==> src/rtl/trace_pkg.sv <==
// Shared types and constants for the commit trace buffer: entry layout,
// capture state encoding and register-address width.
package trace_pkg;

  localparam int REG_ADDR_W = 5;
  localparam int TRACE_XLEN = 32;
  localparam int TS_WIDTH   = 32;

  typedef struct packed {
    logic [TRACE_XLEN-1:0] pc;
    logic [TRACE_XLEN-1:0] instruction;
    logic                  reg_write;
    logic [REG_ADDR_W-1:0] rd_address;
    logic [TRACE_XLEN-1:0] write_data;
    logic [TS_WIDTH-1:0]   timestamp;
  } trace_entry_t;

  typedef enum logic {
    ST_RUN    = 1'b0,
    ST_HALTED = 1'b1
  } trace_state_e;

endpackage

==> src/rtl/trace_ram.sv <==
// Trace entry storage: one synchronous write port, one asynchronous read port.
// Contents are not reset; validity is tracked by the owner's level counter.
module trace_ram #(
  parameter int DEPTH = 16,
  parameter int WIDTH = 8,
  localparam int AW = $clog2(DEPTH)
) (
  input  logic             clock,
  input  logic             we,
  input  logic [AW-1:0]    waddr,
  input  logic [WIDTH-1:0] wdata,
  input  logic [AW-1:0]    raddr,
  output logic [WIDTH-1:0] rdata
);

  logic [WIDTH-1:0] mem_q [DEPTH];

  always_ff @(posedge clock) begin
    if (we) mem_q[waddr] <= wdata;
  end

  assign rdata = mem_q[raddr];

endmodule

==> src/rtl/commit_trace_buffer.sv <==
// Captures retired instructions into a circular trace buffer, stops capture on
// the halt encoding, and replays entries over a valid/ready stream.
// Optional per-entry cycle stamps are built when TRACE_TIMESTAMP_EN is defined.
module commit_trace_buffer
  import trace_pkg::*;
#(
  parameter int               XLEN      = 32,
  parameter int               DEPTH     = 16,
  parameter logic [XLEN-1:0]  HALT_INSN = '0,
  parameter bit               OVERWRITE = 1'b0,
  localparam int              PTR_W     = $clog2(DEPTH),
  localparam int              LVL_W     = $clog2(DEPTH) + 1
) (
  input  logic                  clock,
  input  logic                  reset,
  input  logic                  clear,
  input  logic                  commit_valid,
  input  logic [XLEN-1:0]       commit_pc,
  input  logic [XLEN-1:0]       commit_instruction,
  input  logic                  commit_reg_write,
  input  logic [REG_ADDR_W-1:0] commit_rd_address,
  input  logic [XLEN-1:0]       commit_write_data,
  output logic                  out_valid,
  input  logic                  out_ready,
  output logic [XLEN-1:0]       out_pc,
  output logic [XLEN-1:0]       out_instruction,
  output logic [XLEN-1:0]       out_write_data,
  output logic                  out_reg_write,
  output logic [REG_ADDR_W-1:0] out_rd_address,
  output logic [31:0]           out_timestamp,
  output logic                  halted,
  output logic [LVL_W-1:0]      level,
  output logic [15:0]           dropped_count,
  output logic [31:0]           commit_count
);

  // Stream handshake: an entry leaves when out_valid && out_ready at a rising
  // edge; out_valid never depends on out_ready, and the head fields stay put
  // until the entry is accepted.

`ifdef TRACE_TIMESTAMP_EN
  localparam int TS_W = TS_WIDTH;
`else
  localparam int TS_W = 0;
`endif
  localparam int STORE_W = 3 * XLEN + 1 + REG_ADDR_W + TS_W;
  localparam int WD_OFF  = TS_W;
  localparam int RD_OFF  = WD_OFF + XLEN;
  localparam int RW_OFF  = RD_OFF + REG_ADDR_W;
  localparam int IN_OFF  = RW_OFF + 1;
  localparam int PC_OFF  = IN_OFF + XLEN;

  trace_state_e state_q, state_d;
  logic [PTR_W-1:0] wr_ptr_q, wr_ptr_d, rd_ptr_q, rd_ptr_d;
  logic [LVL_W-1:0] level_q, level_d;
  logic             valid_q, valid_d;
  logic [15:0]      dropped_q, dropped_d;
  logic [31:0]      commits_q, commits_d;
`ifdef TRACE_TIMESTAMP_EN
  logic [31:0]      cycle_q, cycle_d;
`endif

  logic               ram_we;
  logic [STORE_W-1:0] ram_wdata, ram_rdata;
  logic               full, pop, push_req, store_new, overwrite_old;
  trace_entry_t       head;

`ifdef TRACE_TIMESTAMP_EN
  assign ram_wdata = {commit_pc, commit_instruction, commit_reg_write,
                      commit_rd_address, commit_write_data, cycle_q};
`else
  assign ram_wdata = {commit_pc, commit_instruction, commit_reg_write,
                      commit_rd_address, commit_write_data};
`endif

  trace_ram #(.DEPTH(DEPTH), .WIDTH(STORE_W)) u_ram (
    .clock (clock),
    .we    (ram_we),
    .waddr (wr_ptr_q),
    .wdata (ram_wdata),
    .raddr (rd_ptr_q),
    .rdata (ram_rdata)
  );

  always_comb begin
    state_d   = state_q;
    wr_ptr_d  = wr_ptr_q;
    rd_ptr_d  = rd_ptr_q;
    level_d   = level_q;
    dropped_d = dropped_q;
    commits_d = commits_q;
    ram_we    = 1'b0;
`ifdef TRACE_TIMESTAMP_EN
    cycle_d   = cycle_q + 32'd1;
`endif

    full          = (level_q == LVL_W'(DEPTH));
    pop           = valid_q && out_ready;
    push_req      = commit_valid && (state_q == ST_RUN);
    // A pop in the same cycle frees a slot, so a full buffer still takes the push.
    store_new     = push_req && (!full || pop);
    overwrite_old = push_req && full && !pop && OVERWRITE;

    if (store_new || overwrite_old) begin
      ram_we    = 1'b1;
      wr_ptr_d  = wr_ptr_q + PTR_W'(1);
      commits_d = (commits_q == '1) ? commits_q : commits_q + 32'd1;
    end
    if (push_req && full && !pop) begin
      dropped_d = (dropped_q == '1) ? dropped_q : dropped_q + 16'd1;
    end
    if (pop || overwrite_old) rd_ptr_d = rd_ptr_q + PTR_W'(1);

    if (store_new && !pop)      level_d = level_q + LVL_W'(1);
    else if (!store_new && pop) level_d = level_q - LVL_W'(1);

    if (push_req && (commit_instruction == HALT_INSN)) state_d = ST_HALTED;

    if (clear) begin
      state_d   = ST_RUN;
      wr_ptr_d  = '0;
      rd_ptr_d  = '0;
      level_d   = '0;
      dropped_d = '0;
      commits_d = '0;
      ram_we    = 1'b0;
`ifdef TRACE_TIMESTAMP_EN
      cycle_d   = '0;
`endif
    end

    valid_d = (level_d != '0);
  end

  always_ff @(posedge clock) begin
    if (!reset) begin
      state_q   <= ST_RUN;
      wr_ptr_q  <= '0;
      rd_ptr_q  <= '0;
      level_q   <= '0;
      valid_q   <= 1'b0;
      dropped_q <= '0;
      commits_q <= '0;
`ifdef TRACE_TIMESTAMP_EN
      cycle_q   <= '0;
`endif
    end else begin
      state_q   <= state_d;
      wr_ptr_q  <= wr_ptr_d;
      rd_ptr_q  <= rd_ptr_d;
      level_q   <= level_d;
      valid_q   <= valid_d;
      dropped_q <= dropped_d;
      commits_q <= commits_d;
`ifdef TRACE_TIMESTAMP_EN
      cycle_q   <= cycle_d;
`endif
    end
  end

  // Head fields read zero whenever the buffer is empty, so stale RAM never leaks out.
  always_comb begin
    head = '0;
    if (valid_q) begin
      head.pc          = TRACE_XLEN'(ram_rdata[PC_OFF +: XLEN]);
      head.instruction = TRACE_XLEN'(ram_rdata[IN_OFF +: XLEN]);
      head.reg_write   = ram_rdata[RW_OFF];
      head.rd_address  = ram_rdata[RD_OFF +: REG_ADDR_W];
      head.write_data  = TRACE_XLEN'(ram_rdata[WD_OFF +: XLEN]);
`ifdef TRACE_TIMESTAMP_EN
      head.timestamp   = ram_rdata[0 +: TS_WIDTH];
`endif
    end
  end

  assign out_valid       = valid_q;
  assign out_pc          = head.pc[XLEN-1:0];
  assign out_instruction = head.instruction[XLEN-1:0];
  assign out_write_data  = head.write_data[XLEN-1:0];
  assign out_reg_write   = head.reg_write;
  assign out_rd_address  = head.rd_address;
  assign out_timestamp   = head.timestamp;
  assign halted          = (state_q == ST_HALTED);
  assign level           = level_q;
  assign dropped_count   = dropped_q;
  assign commit_count    = commits_q;

endmodule

==> config.mk <==
export PLATFORM = sky130hd
export DESIGN_NAME = commit_trace_buffer
export DESIGN_NICKNAME = d
export VERILOG_FILES = /design/src/rtl/trace_pkg.sv /design/src/rtl/trace_ram.sv /design/src/rtl/commit_trace_buffer.sv
export SDC_FILE = /design/constraint.sdc
export NUM_CORES = 1
export LEC_CHECK = 0
export ABC_AREA = 1
export BUFFER_PORTS_ARGS = -buffer_cell sky130_fd_sc_hd__clkbuf_2
export CORE_ASPECT_RATIO = 0.8
export CORE_MARGIN = 5
export CORE_UTILIZATION = 40
export DETAILED_ROUTE_END_ITERATION = 6
export GPL_TIMING_DRIVEN = 0
export PLACE_DENSITY_LB_ADDON = 0.1
export SETUP_SLACK_MARGIN = 0.1
export SLEW_MARGIN = 20
export SYNTH_ARGS = -nofsm -noshare
export SYNTH_HDL_FRONTEND = slang
export SYNTH_SLANG_ARGS = --single-unit
==> constraint.sdc <==
create_clock -name clock -period 18 [get_ports clock]
set_clock_uncertainty 0.05 [all_clocks]
set_input_delay 0.9 -clock clock [delete_from_list [all_inputs] [get_ports clock]]
set_output_delay 0.9 -clock clock [all_outputs]
set_load 0.02 [all_outputs]
---- Word level (Yosys, flattened, before mapping) ----
Memories as Yosys holds them, arrays and structs flattened. A register that Yosys moved wholly into a read port is not among the register bits.
Index checks and enable logic that the tools add are counted.
storage, ports and cells
  flip-flop bits (word level) ............. 63
  RAM bits ................................ 1,632
  input port bits ......................... 107
  output and inout bits ................... 189
  memories kept ........................... 1
cells by class
  add/sub/neg operators ................... 6
  equal/unequal tests ..................... 3
  muxes and demuxes ....................... 10
  bitwise gates (word level) .............. 4
  reductions and logical operators ........ 17
memory list
  memory       depth  width  rd ports  clocked after memory_dff  wr ports  line             RTL
  u_ram.mem_q  16     102    1         1                         1         trace_ram.sv:16  logic [WIDTH-1:0] mem_q [DEPTH];
operators with widths
  cell                   number
  $mux 102               1
  $add 32x1->32 const B  1
  $eq 32x32->1 const B   1
  $logic_not 32->1       1
  $add 16x1->16 const B  1
  $eq 16x16->1 const B   1
  $mux 5                 3
  $add 4x1->4 const B    2
  $logic_and 1x1->1      8
  $mux 4                 2
  $add 5x1->5 const B    1
  $eq 5x5->1 const B     1
  $reduce_bool 5->1      1
  $sub 5x1->5 const B    1
  $mux 1                 4
  $not 1->1              4
  $reduce_and 2->1       2
  $logic_not 1->1        3
  $reduce_or 2->1        1
  $logic_or 1x1->1       1

---- Depth between registers and ports, before layout ----
Gate-level depths: netlist (run 1).
  depth after elaboration ................. 10
  depth in mapped cells ................... 13

---- Modules after synthesis ----
From an unflattened synthesis (run 1), not the netlist that was laid out.
second synthesis, totals
  cell total of the unflattened synthesis .. 7,442
  area total of the unflattened synthesis .. 74,382.6 µm²
modules (own cells, without submodules)
  module               times used  cells an instance  area an instance (µm²)
  trace_ram            1           6,591              69,555.5
  commit_trace_buffer  1           851                4,827.1

---- Worst setup path after synthesis (run 1) ----
Ideal clock, no wire load.
  kind .................................... input to register
  from .................................... in out_ready
  to ...................................... mem u_ram.mem_q[11][0] (netlist bit), enable pin
  setup time .............................. 0.564 ns
  arrival time ............................ 5.701 ns
  required time ........................... 17.386 ns
  slack ................................... 11.685 ns
  cell stages on the path ................. 6
  path buffers ............................ 0
  cells stage by stage .................... nand2_1 -> nand3_1 -> nand2_1 -> inv_2 -> nand2_1 -> nor2_1
between the ends
  longest elaborated chain between the ends .. 7
ends and longest elaborated chain
  element                       line                        RTL
  start: declaration            commit_trace_buffer.sv:24   input logic out_ready,
  $logic_and 1x1->1             commit_trace_buffer.sv:98   pop = valid_q && out_ready;
  $logic_or 1x1->1              commit_trace_buffer.sv:101  store_new = push_req && (!full || pop);
  $logic_and 1x1->1             commit_trace_buffer.sv:101
  $mux 1                        commit_trace_buffer.sv:104  if (store_new || overwrite_old) begin
  $mux 1                        commit_trace_buffer.sv:119  if (clear) begin
  $mux 1                        trace_ram.sv:19             if (we) mem_q[waddr] <= wdata;
  $mux 1 (not written as such)  trace_ram.sv:19
  end: declaration              trace_ram.sv:16
Every way passes these cells.

==> results.toml, run 1 <==
[final_layout]
layout.cells.non_filler = 8415
stdcell_area_um2 = 80100
num-fill-cells = 15300
area_growth_pct = 17.7
drive_gt1_share_pct = 12.7
nets = 6130

[global_route]
grt_overflow_total = 0
met2_usage_pct = 39.3
antenna_found_initial = 17
gr-usage-all-layers_pct = 26.2
grt_pass1_vias = 44100
grt_pass1_wl_um = 336000
grt_max_degree = 22
grt_most_used_layer = "met2"
grtUsageMet1_pct = 39.2
grtUsageMet3_pct = 4.71

[setup_path]
reg2reg_setup_slack_ns = 14.58
r2r-end = "u_ram.mem_q[12][81]"
worstSetupPathType = "flip-flop to primary output"
cp.arrival_ns = 4.38
cp_max_fo = 10
startpoint_type = "flip-flop"
cp-end-kind = "primary output"
ff2ff_path_depth = 13
r2r-start = "level[0]"
worstPathRequired_ns = 17.05

[synth]
ys_seq_area_share_pct = 73.9
synth.avg_cell_area_um2 = 12.5
post_synth_inst_count = 5433
yosys-top-cells-area = "edfxtp_1, nor2_1, o21ai_0"
synth_edf_count = 1632
synth_most_common_cell = "edfxtp_1"
synth_ff_type = "edfxtp_1"
synth_largest_area_cell = "edfxtp_1"
synth_area_um2 = 68100
yosys_warnings = 0
synth_common_cells = "edfxtp_1, nor2_1, o21ai_0"
synth_top_area_share_pct = 72.0
ys_ff_latch = 1699
async_reset_ff_share_pct = 0
yosys.cell_types.count = 28

[floorplanning]
rows = 135
start_util_pct = 40.2
die_h_um = 379
die_area_um2 = 179000
chipWidth_um = 471
io_pins = 296
core_um2 = 169000

[route]
vias_per_cell = 5.62
antenna_left = 0
drt_first_iter_violations = 5828
drc = 0
post_drt_wl_per_cell_um = 28.5
routed_wl_um = 240000
vias = 47300
drt-pass1-iter-count = 5

[sta]
tightest_slew_ns = 1.24
maxSlewHeadroom_pct = 17.1
finalMaxSlewViolations = 0
timing.fmax_ghz = 0.188
hold_viol = 0
fin_crit_sh_pct = 29.6
tns_ns = 0
finalSetupViolCount = 0
grt_setup_unrepaired = "no"
fin_crit_ns = 5.33

[placement]
gp_congestion = 0.854
place_inst = 8095
io_buffers = 263
dp_hpwl_um = 162000
placed_area_um2 = 74900

[clock_tree]
cts_setup_buffers = 0
clock_path_buffers = 3
htree_levels = 4
cts.repair.resized = 0
insertion_delay_ns = 0.80
cts-root-buf = "clkbuf_16"
hold_buffers = 0
numCtsBuffers = 176
clk_pin_slew_ns = 0.06
cts_sinks = 1699
cts_tree = "yes"

[run_status]
status = "completed"

[min_path]
min_path_type = "input port to flip-flop"
holdPathStages = 3
hold-path-endpoint = "out_valid"
hold_path_startpoint = "reset"

[flow_run]
maxCapViolCount = 0

[power]
p_leak_nw = 26.2
max-vdd-ir-drop_mv = 0.106
p_per_area_nw_per_um2 = 104
## how the worst max path moves through the flow
stage,start,endpoint
after floorplan,out_ready,u_ram.mem_q[11][0]
after global placement,commit_valid,u_ram.mem_q[8][84]
after detailed placement,flip-flop,out_instruction[6]
after CTS,flip-flop,out_instruction[6]
after global routing,flip-flop,out_pc[23]
final,flip-flop,out_instruction[0]
## cell type report
type | instances | area (µm²) | area share (%)
diodes | 4 | 10.0 | 0.0125
flip-flops and latches | 1699 | 50300 | 62.8
clock buffers | 230 | 4750 | 5.93
well taps | 2260 | 2830 | 3.53
repair buffers | 372 | 3750 | 4.68
plain buffers | 395 | 1900 | 2.38
clock inverters | 85 | 438 | 0.546
multi-input cells | 3308 | 15900 | 19.8
inverters | 62 | 233 | 0.290
## routing by layer
| layer | vias up | part of all wire [%] |
|---|---|---|
| met5 | - | 0 |
| met4 | 0 | 2.8 |
| met3 | 339 | 8.3 |
| met2 | 2080 | 44 |
| met1 | 23900 | 45 |
| li1 | 21000 | - |
## cells by family (layout without fill, tap and decap cells)
kind of cell,Yosys count,in the layout,synth area share (%)
adder cells (fa/ha/maj),9,9,0.165
XOR/XNOR,18,18,0.231
buffers and inverters,457,1144,3.11
flip-flops,1699,1699,73.9
other,1,36,0.00551
AO/OA/AOI/OAI,1391,1391,11.7
AND/OR/NAND/NOR,1858,1858,10.8
## state kept, by name, summed over array words and instances, names as in the netlist, named ones only
signal	count
u_ram.mem_q	1632
halted	1
commit_count	32
wr_ptr_q	4
rd_ptr_q	4
out_valid	1
dropped_count	16
level	5
## stage by stage
stage	util (%)	power [mW]	worst slack, ns	hold WS [ns]
finish	47.3	8.31	12.67	0.313
global route	47.3	8.55	12.65	0.308
CTS	47.3	8.35	12.72	0.262
detailed placement	44.3	5.00	13.62	0.447
global placement	42.8	4.99	4.33	0.440
floorplan	-	4.71	11.69	0.405
## worst max-delay path, stage by stage (launching register included)
cell and delay, ns:
dfxtp_1 0.35, buf_2 0.21, inv_2 0.21, buf_2 0.50
clkbuf_1 0.97, o21ai_0 0.21, o211ai_1 0.25, nand3_1 0.27
a21oi_1 0.36, clkbuf_2 0.22
## power breakdown
group          switching, mW  internal [mW]
Combinational          0.426          0.133
Clock                   1.53           1.86
Sequential           0.00601           4.35
## cell usage in the layout (no fill, tap or decap), types with 182 or more instances in the layout
cell type  count
clkbuf_1     225
clkbuf_16    182
clkbuf_2     276
edfxtp_1    1632
nand2_1      244
nand3_1      236
nor2_1      1317
o211ai_1     408
o21ai_0      624
o21ai_1      209
Note: power is estimated with default switching activity, not from simulation.
==> run 2: changes to the inputs <==
==> constraint.sdc (replaced) <==
create_clock -name clock -period 5.07 [get_ports clock]
set_clock_uncertainty 0.05 [all_clocks]
set_input_delay 0.2535 -clock clock [delete_from_list [all_inputs] [get_ports clock]]
set_output_delay 0.2535 -clock clock [all_outputs]
set_load 0.02 [all_outputs]
==> run 2 against run 1 <==
  * Register-to-register slack got worse by 13 ns
  * Core utilization rose by 0.87 points
  * Highest routed layer is now met5
  * Largest power group unchanged
  * Global-route usage barely moved
  * Clock-buffer cell count rose by 7
  * Critical path depth did not move
  * Sequential cell count did not move
  * Setup slack got worse by 12 ns
  * Combinational power rose to 3.7 times the previous value
  * Via count rose by 0.97%
  * Sequential power rose to 3.6 times the previous value
  * Largest cell class unchanged
==> results.toml, run 2 (synthesis results as in run 1) <==
[global_route]
grt_overflow_total = 0
grt_pass1_wl_um = 338000
gr-usage-all-layers_pct = 26.3
grt_max_degree = 23
antenna_found_initial = 11
grt_pass1_vias = 44500

[clock_tree]
numCtsBuffers = 174
clk_pin_slew_ns = 0.06
htree_levels = 4
cts.repair.resized = 0
clock_path_buffers = 3
cts_setup_buffers = 0
cts-root-buf = "clkbuf_16"
cts_sinks = 1699
cts_tree = "yes"
insertion_delay_ns = 0.81
hold_buffers = 109

[floorplanning]
io_pins = 296
start_util_pct = 40.2
chipWidth_um = 471
die_h_um = 379
core_um2 = 169000
rows = 135
die_area_um2 = 179000

[route]
drt-pass1-iter-count = 5
drc = 0
drt_first_iter_violations = 5801
vias = 47800
antenna_left = 0
routed_wl_um = 240000
post_drt_wl_per_cell_um = 28.1
vias_per_cell = 5.60

[sta]
hold_viol = 0
tightest_slew_ns = 1.28
finalMaxSlewViolations = 0
finalSetupViolCount = 0
grt_setup_unrepaired = "no"
tns_ns = 0
timing.fmax_ghz = 0.208
fin_crit_sh_pct = 94.8
maxSlewHeadroom_pct = 14.4
fin_crit_ns = 4.81

[power]
p_leak_nw = 26.9
power.share.clock_pct = 41.4
swShare_pct = 23.4
combPwrFrac_pct = 6.8
p_seq_share_pct = 51.7
report.power.total_mw = 29.9
max-vdd-ir-drop_mv = 0.356
p_int_mw = 22.9
p_per_area_nw_per_um2 = 367
switchingPower_mw = 6.99

[final_layout]
stdcell_area_um2 = 81600
nets = 6244
final_common_cell = "edfxtp_1"
largest_reg_flops = 1632
num-fill-cells = 15200
area_growth_pct = 19.8
drive_gt1_share_pct = 12.6
largest-register = "u_ram.mem_q"
final_cell_mix = "edfxtp_1, nor2_1, o21ai_0"

[min_path]
hold_path_startpoint = "reset"
holdPathStages = 4
hold-path-endpoint = "level[3]"
min_path_type = "input port to flip-flop"

[placement]
dp_hpwl_um = 163000
placed_area_um2 = 75200
io_buffers = 263
gp_congestion = 0.862

[setup_path]
cpMostUsedCell = "buf_2"
startpoint_type = "flip-flop"
critPathTopFamily = "buffers and inverters"
reg2reg_setup_slack_ns = 1.60
worstSetupPathType = "flip-flop to primary output"
r2r-start = "out_valid"
cp.arrival_ns = 4.50
ff2ff_path_depth = 10
cpPeakStageDelay_ns = 0.95
cp-end-kind = "primary output"
worstPathRequired_ns = 4.77
cp_max_fo = 10
path_buf_inv = 5
r2r-end = "u_ram.mem_q[6][89]"
crit_chain = "buf_2, inv_2, buf_2, clkbuf_1, o21ai_0, o211ai_1, nand3_1, a21oi_1, clkbuf_2"
cpMaxStageDelayCell = "clkbuf_1"

[run_status]
status = "completed"

[flow_run]
maxCapViolCount = 0
## run 2: cell types whose count changed in the layout (fill, tap and decap cells not counted), moves of 5 or more
cell,before,now
clkbuf_1,225,231
buf_16,36,48
clkinv_1,54,39
bufinv_16,1,7
dlygate4sd3_1,0,109
buf_12,71,66
## run 2: worst max path at each step
stage                          from                  to  slack (ns)  depth (start not counted)
after global placement    out_valid  u_ram.mem_q[9][84]       -8.57                          6
final                     flip-flop  out_write_data[30]        0.26                          9
after global routing      flip-flop  out_write_data[30]        0.18                          9
after detailed placement  flip-flop  out_write_data[30]        1.10                          9
after CTS                 flip-flop  out_write_data[30]        0.21                          9
after floorplan            level[0]  u_ram.mem_q[11][0]       -1.13                          9
## run 2: power groups by stage
stage	combinational (mW)	sequential, mW	clock [mW]
detailed placement	1.97	15.8	0
CTS	2.05	15.5	12.6
global placement	1.91	15.8	0
floorplan	0.951	15.8	0
global route	2.20	15.5	13.1
finish	2.05	15.5	12.4
## run 2: per-stage QoR
step	hold WS [ns]	std cells	utilization, %	setup WS (ns)
finish	0.264	8529	48.2	0.264
detailed placement	0.440	8102	44.4	1.10
floorplan	0.302	5464	-	-1.13
global placement	0.431	7987	42.8	-8.57
global route	0.256	8523	48.2	0.182
CTS	0.182	8522	48.2	0.212
## run 2: metal layers
layer | track usage (%) | vias up | part of all wire (%)
met2 | 39.8 | 2153 | 44
met1 | 39.7 | 24100 | 45
met3 | 4.43 | 327 | 8.8
met5 | 0 | - | 0.013
met4 | 6.10 | 4 | 2.3
li1 | - | 21200 | -
## run 2: tightest hold or removal path, cell delays in order
cell and delay [ns]:
dlygate4sd3_1 0.55, clkbuf_2 0.14, inv_1 0.09, nor2_1 0.05
## run 2: final cells by class
| cell class | count | area [µm²] | area share [%] |
|---|---|---|---|
| Clock buffer | 237 | 4800 | 5.88 |
| Inverter | 62 | 233 | 0.285 |
| Sequential cell | 1699 | 50300 | 61.7 |
| Buffer | 395 | 1900 | 2.33 |
| Antenna cell | 6 | 15.0 | 0.0184 |
| Clock inverter | 74 | 547 | 0.670 |
| Tap cell | 2260 | 2830 | 3.46 |
| Multi-Input combinational cell | 3308 | 15900 | 19.4 |
| Timing Repair Buffer | 488 | 5070 | 6.21 |
